File: config.mk
export PLATFORM = sky130hd
export DESIGN_NAME = fetch_stage_if_id_flat
export DESIGN_NICKNAME = d
export VERILOG_FILES = /design/src/rtl/mips_pkg.sv /design/src/rtl/fetch_stage_if_id_if.sv /design/src/rtl/if_id_reg.sv /design/src/rtl/fetch_stage_if_id.sv /design/src/flat_wrapper.sv
export SDC_FILE = /design/constraint.sdc
export NUM_CORES = 1
export LEC_CHECK = 0
export BUFFER_PORTS_ARGS = -buffer_cell sky130_fd_sc_hd__buf_4
export CAP_MARGIN = 40
export CORE_MARGIN = 5
export CORE_UTILIZATION = 30
export CTS_CLUSTER_SIZE = 14
export DETAILED_ROUTE_END_ITERATION = 10
export PLACE_DENSITY = 0.53
export SYNTH_ARGS = -nofsm -noshare
export SYNTH_HDL_FRONTEND = slang
export SYNTH_HIERARCHICAL = 1
export SYNTH_SLANG_ARGS = --single-unit
File: constraint.sdc
create_clock -name clk -period 4.6 [get_ports clk]
set_clock_uncertainty 0.2 [all_clocks]
set_input_delay 0.23 -clock clk [delete_from_list [all_inputs] [get_ports clk]]
set_output_delay 0.23 -clock clk [all_outputs]
set_load 0.01 [all_outputs]
File: src/rtl/mips_pkg.sv
// Shared definitions for the MIPS fetch front end: bubble encoding and fetch FSM states.
package mips_pkg;

    localparam logic [31:0] NOP_INSTR = 32'h0000_0000;  // sll $0,$0,0

    typedef enum logic [1:0] {
        IDLE,
        FETCH,
        DISCARD
    } fetch_state_t;

endpackage

File: src/rtl/fetch_stage_if_id_if.sv
// Handshaked instruction-memory port between the fetch stage and instruction memory.
interface fetch_stage_if_id_if;

    logic        req;
    logic [31:0] addr;
    logic        ready;
    logic [31:0] rdata;

    modport master (
        output req,
        output addr,
        input  ready,
        input  rdata
    );

    modport slave (
        input  req,
        input  addr,
        output ready,
        output rdata
    );

endinterface

File: src/rtl/if_id_reg.sv
// IF/ID pipeline register: stall holds everything, flush or no-load inserts a bubble.
module if_id_reg #(
    parameter logic [31:0] NOP_INSTR = 32'h0000_0000
) (
    input  logic        clk,
    input  logic        rst_n,
    input  logic        stallD,
    input  logic        flushD,
    input  logic        load,
    input  logic [31:0] instrF,
    input  logic [31:0] pcPlus4F,
    output logic [31:0] InstrD,
    output logic [31:0] PCPlus4D,
    output logic        ValidD
);

    always_ff @(posedge clk or negedge rst_n) begin
        if (!rst_n) begin
            InstrD   <= NOP_INSTR;
            PCPlus4D <= 32'h0000_0000;
            ValidD   <= 1'b0;
        end else if (stallD) begin
            InstrD   <= InstrD;
            PCPlus4D <= PCPlus4D;
            ValidD   <= ValidD;
        end else if (load && !flushD) begin
            InstrD   <= instrF;
            PCPlus4D <= pcPlus4F;
            ValidD   <= 1'b1;
        end else begin
            // Flush and "nothing fetched" both leave PCPlus4D untouched.
            InstrD   <= NOP_INSTR;
            ValidD   <= 1'b0;
        end
    end

endmodule

File: src/rtl/fetch_stage_if_id.sv
// Fetch stage: PC, next-PC mux and request FSM over a wait-state instruction memory,
// feeding the IF/ID register with instructions or bubbles.
module fetch_stage_if_id
    import mips_pkg::*;
#(
    parameter logic [31:0] RESET_PC  = 32'h0000_0000,
    parameter logic [31:0] NOP_INSTR = mips_pkg::NOP_INSTR
) (
    input  logic                       clk,
    input  logic                       rst_n,
    input  logic                       StallF,
    input  logic                       StallD,
    input  logic                       FlushD,
    input  logic                       PCSrcD,
    input  logic [31:0]                PCBranchD,
    input  logic                       select_jumpD,
    input  logic [31:0]                PCJumpD,
    fetch_stage_if_id_if.master        imem,
    output logic [31:0]                InstrD,
    output logic [31:0]                PCPlus4D,
    output logic                       ValidD
);

    fetch_state_t state, stateNext;
    logic [31:0]  PCF, PCFNext;
    logic [31:0]  reqAddr, reqAddrNext;
    logic [31:0]  pcPlus4F;
    logic [31:0]  target;
    logic         redirect;
    logic         done;

    assign pcPlus4F  = PCF + 32'd4;
    assign imem.addr = reqAddr;

    always_ff @(posedge clk or negedge rst_n) begin
        if (!rst_n) begin
            state   <= IDLE;
            PCF     <= RESET_PC;
            reqAddr <= RESET_PC;
        end else begin
            state   <= stateNext;
            PCF     <= PCFNext;
            reqAddr <= reqAddrNext;
        end
    end

    always_comb begin
        stateNext   = state;
        PCFNext     = PCF;
        reqAddrNext = reqAddr;
        imem.req    = 1'b0;
        done        = 1'b0;
        redirect    = (select_jumpD || PCSrcD) && !StallF;
        target      = select_jumpD ? PCJumpD : PCBranchD;

        unique case (state)
            IDLE: begin
                stateNext = FETCH;
            end
            FETCH: begin
                imem.req = 1'b1;
                done     = imem.ready && !StallF;
                if (redirect) begin
                    PCFNext = target;
                    // The in-flight request is wrong-path: reissue now if it just
                    // completed, otherwise wait it out in DISCARD.
                    if (imem.ready) begin
                        reqAddrNext = target;
                    end else begin
                        stateNext = DISCARD;
                    end
                end else if (done) begin
                    PCFNext     = pcPlus4F;
                    reqAddrNext = pcPlus4F;
                end
            end
            DISCARD: begin
                imem.req = 1'b1;
                if (redirect) begin
                    PCFNext = target;
                end
                if (imem.ready) begin
                    reqAddrNext = PCFNext;
                    stateNext   = FETCH;
                end
            end
            default: begin
                stateNext = IDLE;
            end
        endcase
    end

    if_id_reg #(
        .NOP_INSTR (NOP_INSTR)
    ) u_if_id_reg (
        .clk      (clk),
        .rst_n    (rst_n),
        .stallD   (StallD),
        .flushD   (FlushD),
        .load     (done && !redirect),
        .instrF   (imem.rdata),
        .pcPlus4F (pcPlus4F),
        .InstrD   (InstrD),
        .PCPlus4D (PCPlus4D),
        .ValidD   (ValidD)
    );

endmodule

File: src/flat_wrapper.sv
// flat-port wrapper written by rule: the top's interface ports become plain ports
module fetch_stage_if_id_flat import mips_pkg::*;
#(
    parameter logic [31:0] RESET_PC  = 32'h0000_0000,
    parameter logic [31:0] NOP_INSTR = mips_pkg::NOP_INSTR
)
  (clk, rst_n, StallF, StallD, FlushD, PCSrcD, PCBranchD, select_jumpD, PCJumpD, InstrD, PCPlus4D, ValidD, imem_req, imem_addr, imem_ready, imem_rdata);
  fetch_stage_if_id_if imem_i ();
  input  logic clk;
  input  logic rst_n;
  input  logic StallF;
  input  logic StallD;
  input  logic FlushD;
  input  logic PCSrcD;
  input  logic [31:0] PCBranchD;
  input  logic select_jumpD;
  input  logic [31:0] PCJumpD;
  output logic [31:0] InstrD;
  output logic [31:0] PCPlus4D;
  output logic ValidD;
  output wire logic [$bits(imem_i.req)-1:0] imem_req;
  output wire logic [$bits(imem_i.addr)-1:0] imem_addr;
  input wire logic [$bits(imem_i.ready)-1:0] imem_ready;
  input wire logic [$bits(imem_i.rdata)-1:0] imem_rdata;
  assign imem_req = imem_i.req;
  assign imem_addr = imem_i.addr;
  assign imem_i.ready = imem_ready;
  assign imem_i.rdata = imem_rdata;
  fetch_stage_if_id #(.RESET_PC(RESET_PC), .NOP_INSTR(NOP_INSTR)) u_core (.clk(clk), .rst_n(rst_n), .StallF(StallF), .StallD(StallD), .FlushD(FlushD), .PCSrcD(PCSrcD), .PCBranchD(PCBranchD), .select_jumpD(select_jumpD), .PCJumpD(PCJumpD), .imem(imem_i), .InstrD(InstrD), .PCPlus4D(PCPlus4D), .ValidD(ValidD));
endmodule
==> run_results.csv <==
group,metric,value,unit
setup_path,cp.arrival,3.09,ns
layout,layout.area.seq,0.00328,sq mm
setup_path,crit-reg2reg-launch,"u_core/PCF[2]",
sta,finalHoldViolCount,0,
power_and_ir_drop,peakVddDrop,0.000229,V
clocking,path_clk_slew,0.07,ns
sta,fmax,334,MHz
setup_path,ff2ff_setup_slack,1.61,ns
global_routing,grt_max_degree,67,
global_routing,grt_pass1_wl,36.1,mm
clocking,cts_setup_buffers,0,
clocking,cts_max_level,4,
layout,nNetsFinal,1088,
placed_design,place.gp.congestion,0.813,
synth,synthArstFlopShare,100,%
setup_path,crit_type,"reg -> reg",
detailed_routing,vias,6440,
run_status,outcome,"complete, no violations",
clocking,cts.sinks,131,
floorplanning,rows,56,
power_and_ir_drop,power.static_leakage,4.56,nW
floorplanning,pin_count,202,
placed_design,place_hpwl,16.3,mm
detailed_routing,wire_per_inst,17.7,microns
layout,final_common_cell,"buf_4",
floorplanning,die_x,165,microns
clocking,cts-resized-gates,0,
sta,whs,0.0522,ns
setup_path,crit_path_end_kind,"register",
synth,ys.flop_type,"dfrtp_1",
setup_path,path_common_cell,"or4_4",
placed_design,port_buffers,201,
setup_path,r2r-end,"u_core/imem.addr[26]",
global_routing,grt_usage,16.8,%
synth,netlist_area,0.00723,sq mm
job,drv_cap,0,
sta,final.setup.tns,0,ns
synth,yosysWarningCount,6,
detailed_routing,ant_nets,0,
sta,setup_viol,0,
layout,fill_cells,2336,
sta,setup_slack,1.61,ns
placed_design,pre_cts_ws,1.64,ns
detailed_routing,routed_via_density,4.92,
worst_hold_path,min_from,"StallF",
floorplanning,start_util,30.6,%
setup_path,crit_required,4.69,ns
worst_hold_path,hold_end,"u_core/imem.addr[18]",
power_and_ir_drop,power_density,552,mW/mm^2
synth,synth_edf_count,0,
layout,layout_common_cells,"buf_4, dfrtp_1, nand2_1",
layout,multi_input_area,0.00363,sq mm
floorplanning,core_area,0.0236,sq mm
detailed_routing,route.detailed.drc,0,
setup_path,critPathMaxStageDelay,0.63,ns
layout,antennaDiodeCount,0,
setup_path,crit_chain,"ha_1 -> nand4_2 -> or4_4 -> or4_4 -> xnor2_1 -> a221o_1",
clocking,clock-root-buffer,"clkbuf_16",
synth,syn_nets,885,
sta,max_slew_margin,45.9,%
synth,syn_area_per_cell,9.32,sq um
clocking,clock_path_buffers,2,
layout,drive_gt1_share,30.2,%
worst_hold_path,hold_depth,4,
detailed_routing,first_iter_violations,419,
power_and_ir_drop,power.total,5.52,mW
layout,syn_to_final_growth,38.0,%
sta,period_minus_slack,2.99,ns
setup_path,ff2ff_path_depth,6,
sta,tightest_slew,0.804,ns
clocking,numCtsBuffers,17,
clocking,cts_hold_buffers,38,
detailed_routing,first_pass_iters,5,
clocking,clk_latency,0.42,ns
synth,synthCells,776,
synth,ys_ff_latch,131,
clocking,cts_tree,"yes",
global_routing,grt.overflow.total,0,
synth,ys_seq_area_share,45.3,%
synth,ys_types,57,
sta,fin_crit_sh,65.0,%
layout,final_util,42.3,%
setup_path,cp-start-kind,"register",
sta,rsz0062_at_grt,"no",
floorplanning,dieArea,0.0273,sq mm
detailed_routing,routed_wl,23.2,mm
sta,slew_viol_final,0,
floorplanning,die_h,165,microns
setup_path,cp_slowest_cell,"or4_4",
global_routing,grt_antenna_before_repair,0,
global_routing,grt_pass1_vias,6480,
worst_hold_path,hold_class,"in -> reg",
setup_path,critPathMaxFanout,8,
## worst max-delay path, delay by kind of cell, from the launching register on
kind                       cells  cell delay (ns)
AOI/OAI and AO/OA              1             0.34
and+or+nand+nor                3             1.37
xor gates and xnor gates       1             0.17
DFF                            1             0.46
adders and majority gates      1             0.33
## kinds of logic after synthesis
group,after synthesis,share of synthesized area (%)
flip-flops,131,45.3
multiplexers,65,9.70
AND/OR/NAND/NOR,276,19.0
buffers and inverters,77,4.89
AO/OA/AOI/OAI,175,14.5
XOR/XNOR,47,5.69
adder cells (fa/ha/maj),5,0.865
## final cells by class
class                   instances  area share, %
repair buffers                251           20.3
multi-input cells             568           36.3
flip-flops and latches        131           32.8
well taps                     319           4.00
clock inverters                13           1.87
inverters                      10          0.376
clock buffers                  17           4.26
## flip-flops by register name, indices dropped and copies added (netlist names)
name and cells:
u_core/PCF 32, u_core/imem.addr 32, u_core/u_if_id_reg/ValidD 1, u_core/u_if_id_reg/InstrD 32
u_core/state 2, u_core/u_if_id_reg/PCPlus4D 32
## synthesized netlist by cell type, types with 3 or more instances
library cell	n	area, sq um
nor4_1	9	56.3
nor2_1	73	274
a31oi_1	6	37.5
a22oi_1	5	37.5
xnor2_1	24	210
xor2_1	23	201
and3_1	7	43.8
o22ai_1	6	37.5
o21ai_0	80	400
nand2_1	94	353
a32oi_1	3	26.3
inv_1	10	37.5
nand2b_1	34	213
o21ai_1	3	15.0
a221o_1	5	50.1
buf_1	7	26.3
nand4_1	7	43.8
buf_4	4	30.0
a21oi_1	36	180
buf_2	10	50.1
or2_2	3	18.8
mux2_2	39	439
nand4b_1	4	35.0
buf_6	5	56.3
o211ai_1	3	22.5
nand3_1	6	30.0
a211oi_1	4	30.0
or3_1	4	25.0
o2bb2ai_1	5	43.8
dfrtp_1	131	3280
nor3_1	15	75.1
ha_1	5	62.6
mux2i_1	24	240
o31a_1	4	35.0
or4_4	4	45.0
clkbuf_1	41	154
nor2b_1	6	37.5
## per-layer routing
layer	GRT usage, %	part of all wire [%]	up-vias
met5	0	0	-
met4	3.49	0.81	0
met3	3.57	6.8	18
met2	26.6	45	203
met1	23.8	47	3111
li1	-	-	3108
## power by group
part	internal (mW)	switching [mW]
logic	0.992	1.09
registers	1.55	0.440
clock network	0.903	0.538
## worst max-delay path by stage
stage / slack [ns] / cells past startpoint / endpoint / from
3_5_place_dp: 1.64 / 6 / u_core/imem.addr[28] / u_core/PCF[2]
2_1_floorplan: 1.86 / 7 / u_core/imem.addr[28] / u_core/PCF[3]
6_report: 1.61 / 6 / u_core/imem.addr[26] / u_core/PCF[2]
4_1_cts: 1.62 / 6 / u_core/imem.addr[26] / u_core/PCF[2]
3_3_place_gp: 1.66 / 8 / u_core/PCF[27] / u_core/state[0]
5_1_grt: 1.43 / 6 / u_core/imem.addr[24] / u_core/PCF[2]
## metrics by stage
stage	cell area, sq um	std cells
after global routing	9990	1309
after CTS	9990	1309
after detailed placement	8990	1241
after floorplan	7230	776
after global placement	8920	1237
final	9990	1309
Power figures use the tool's default switching activity.
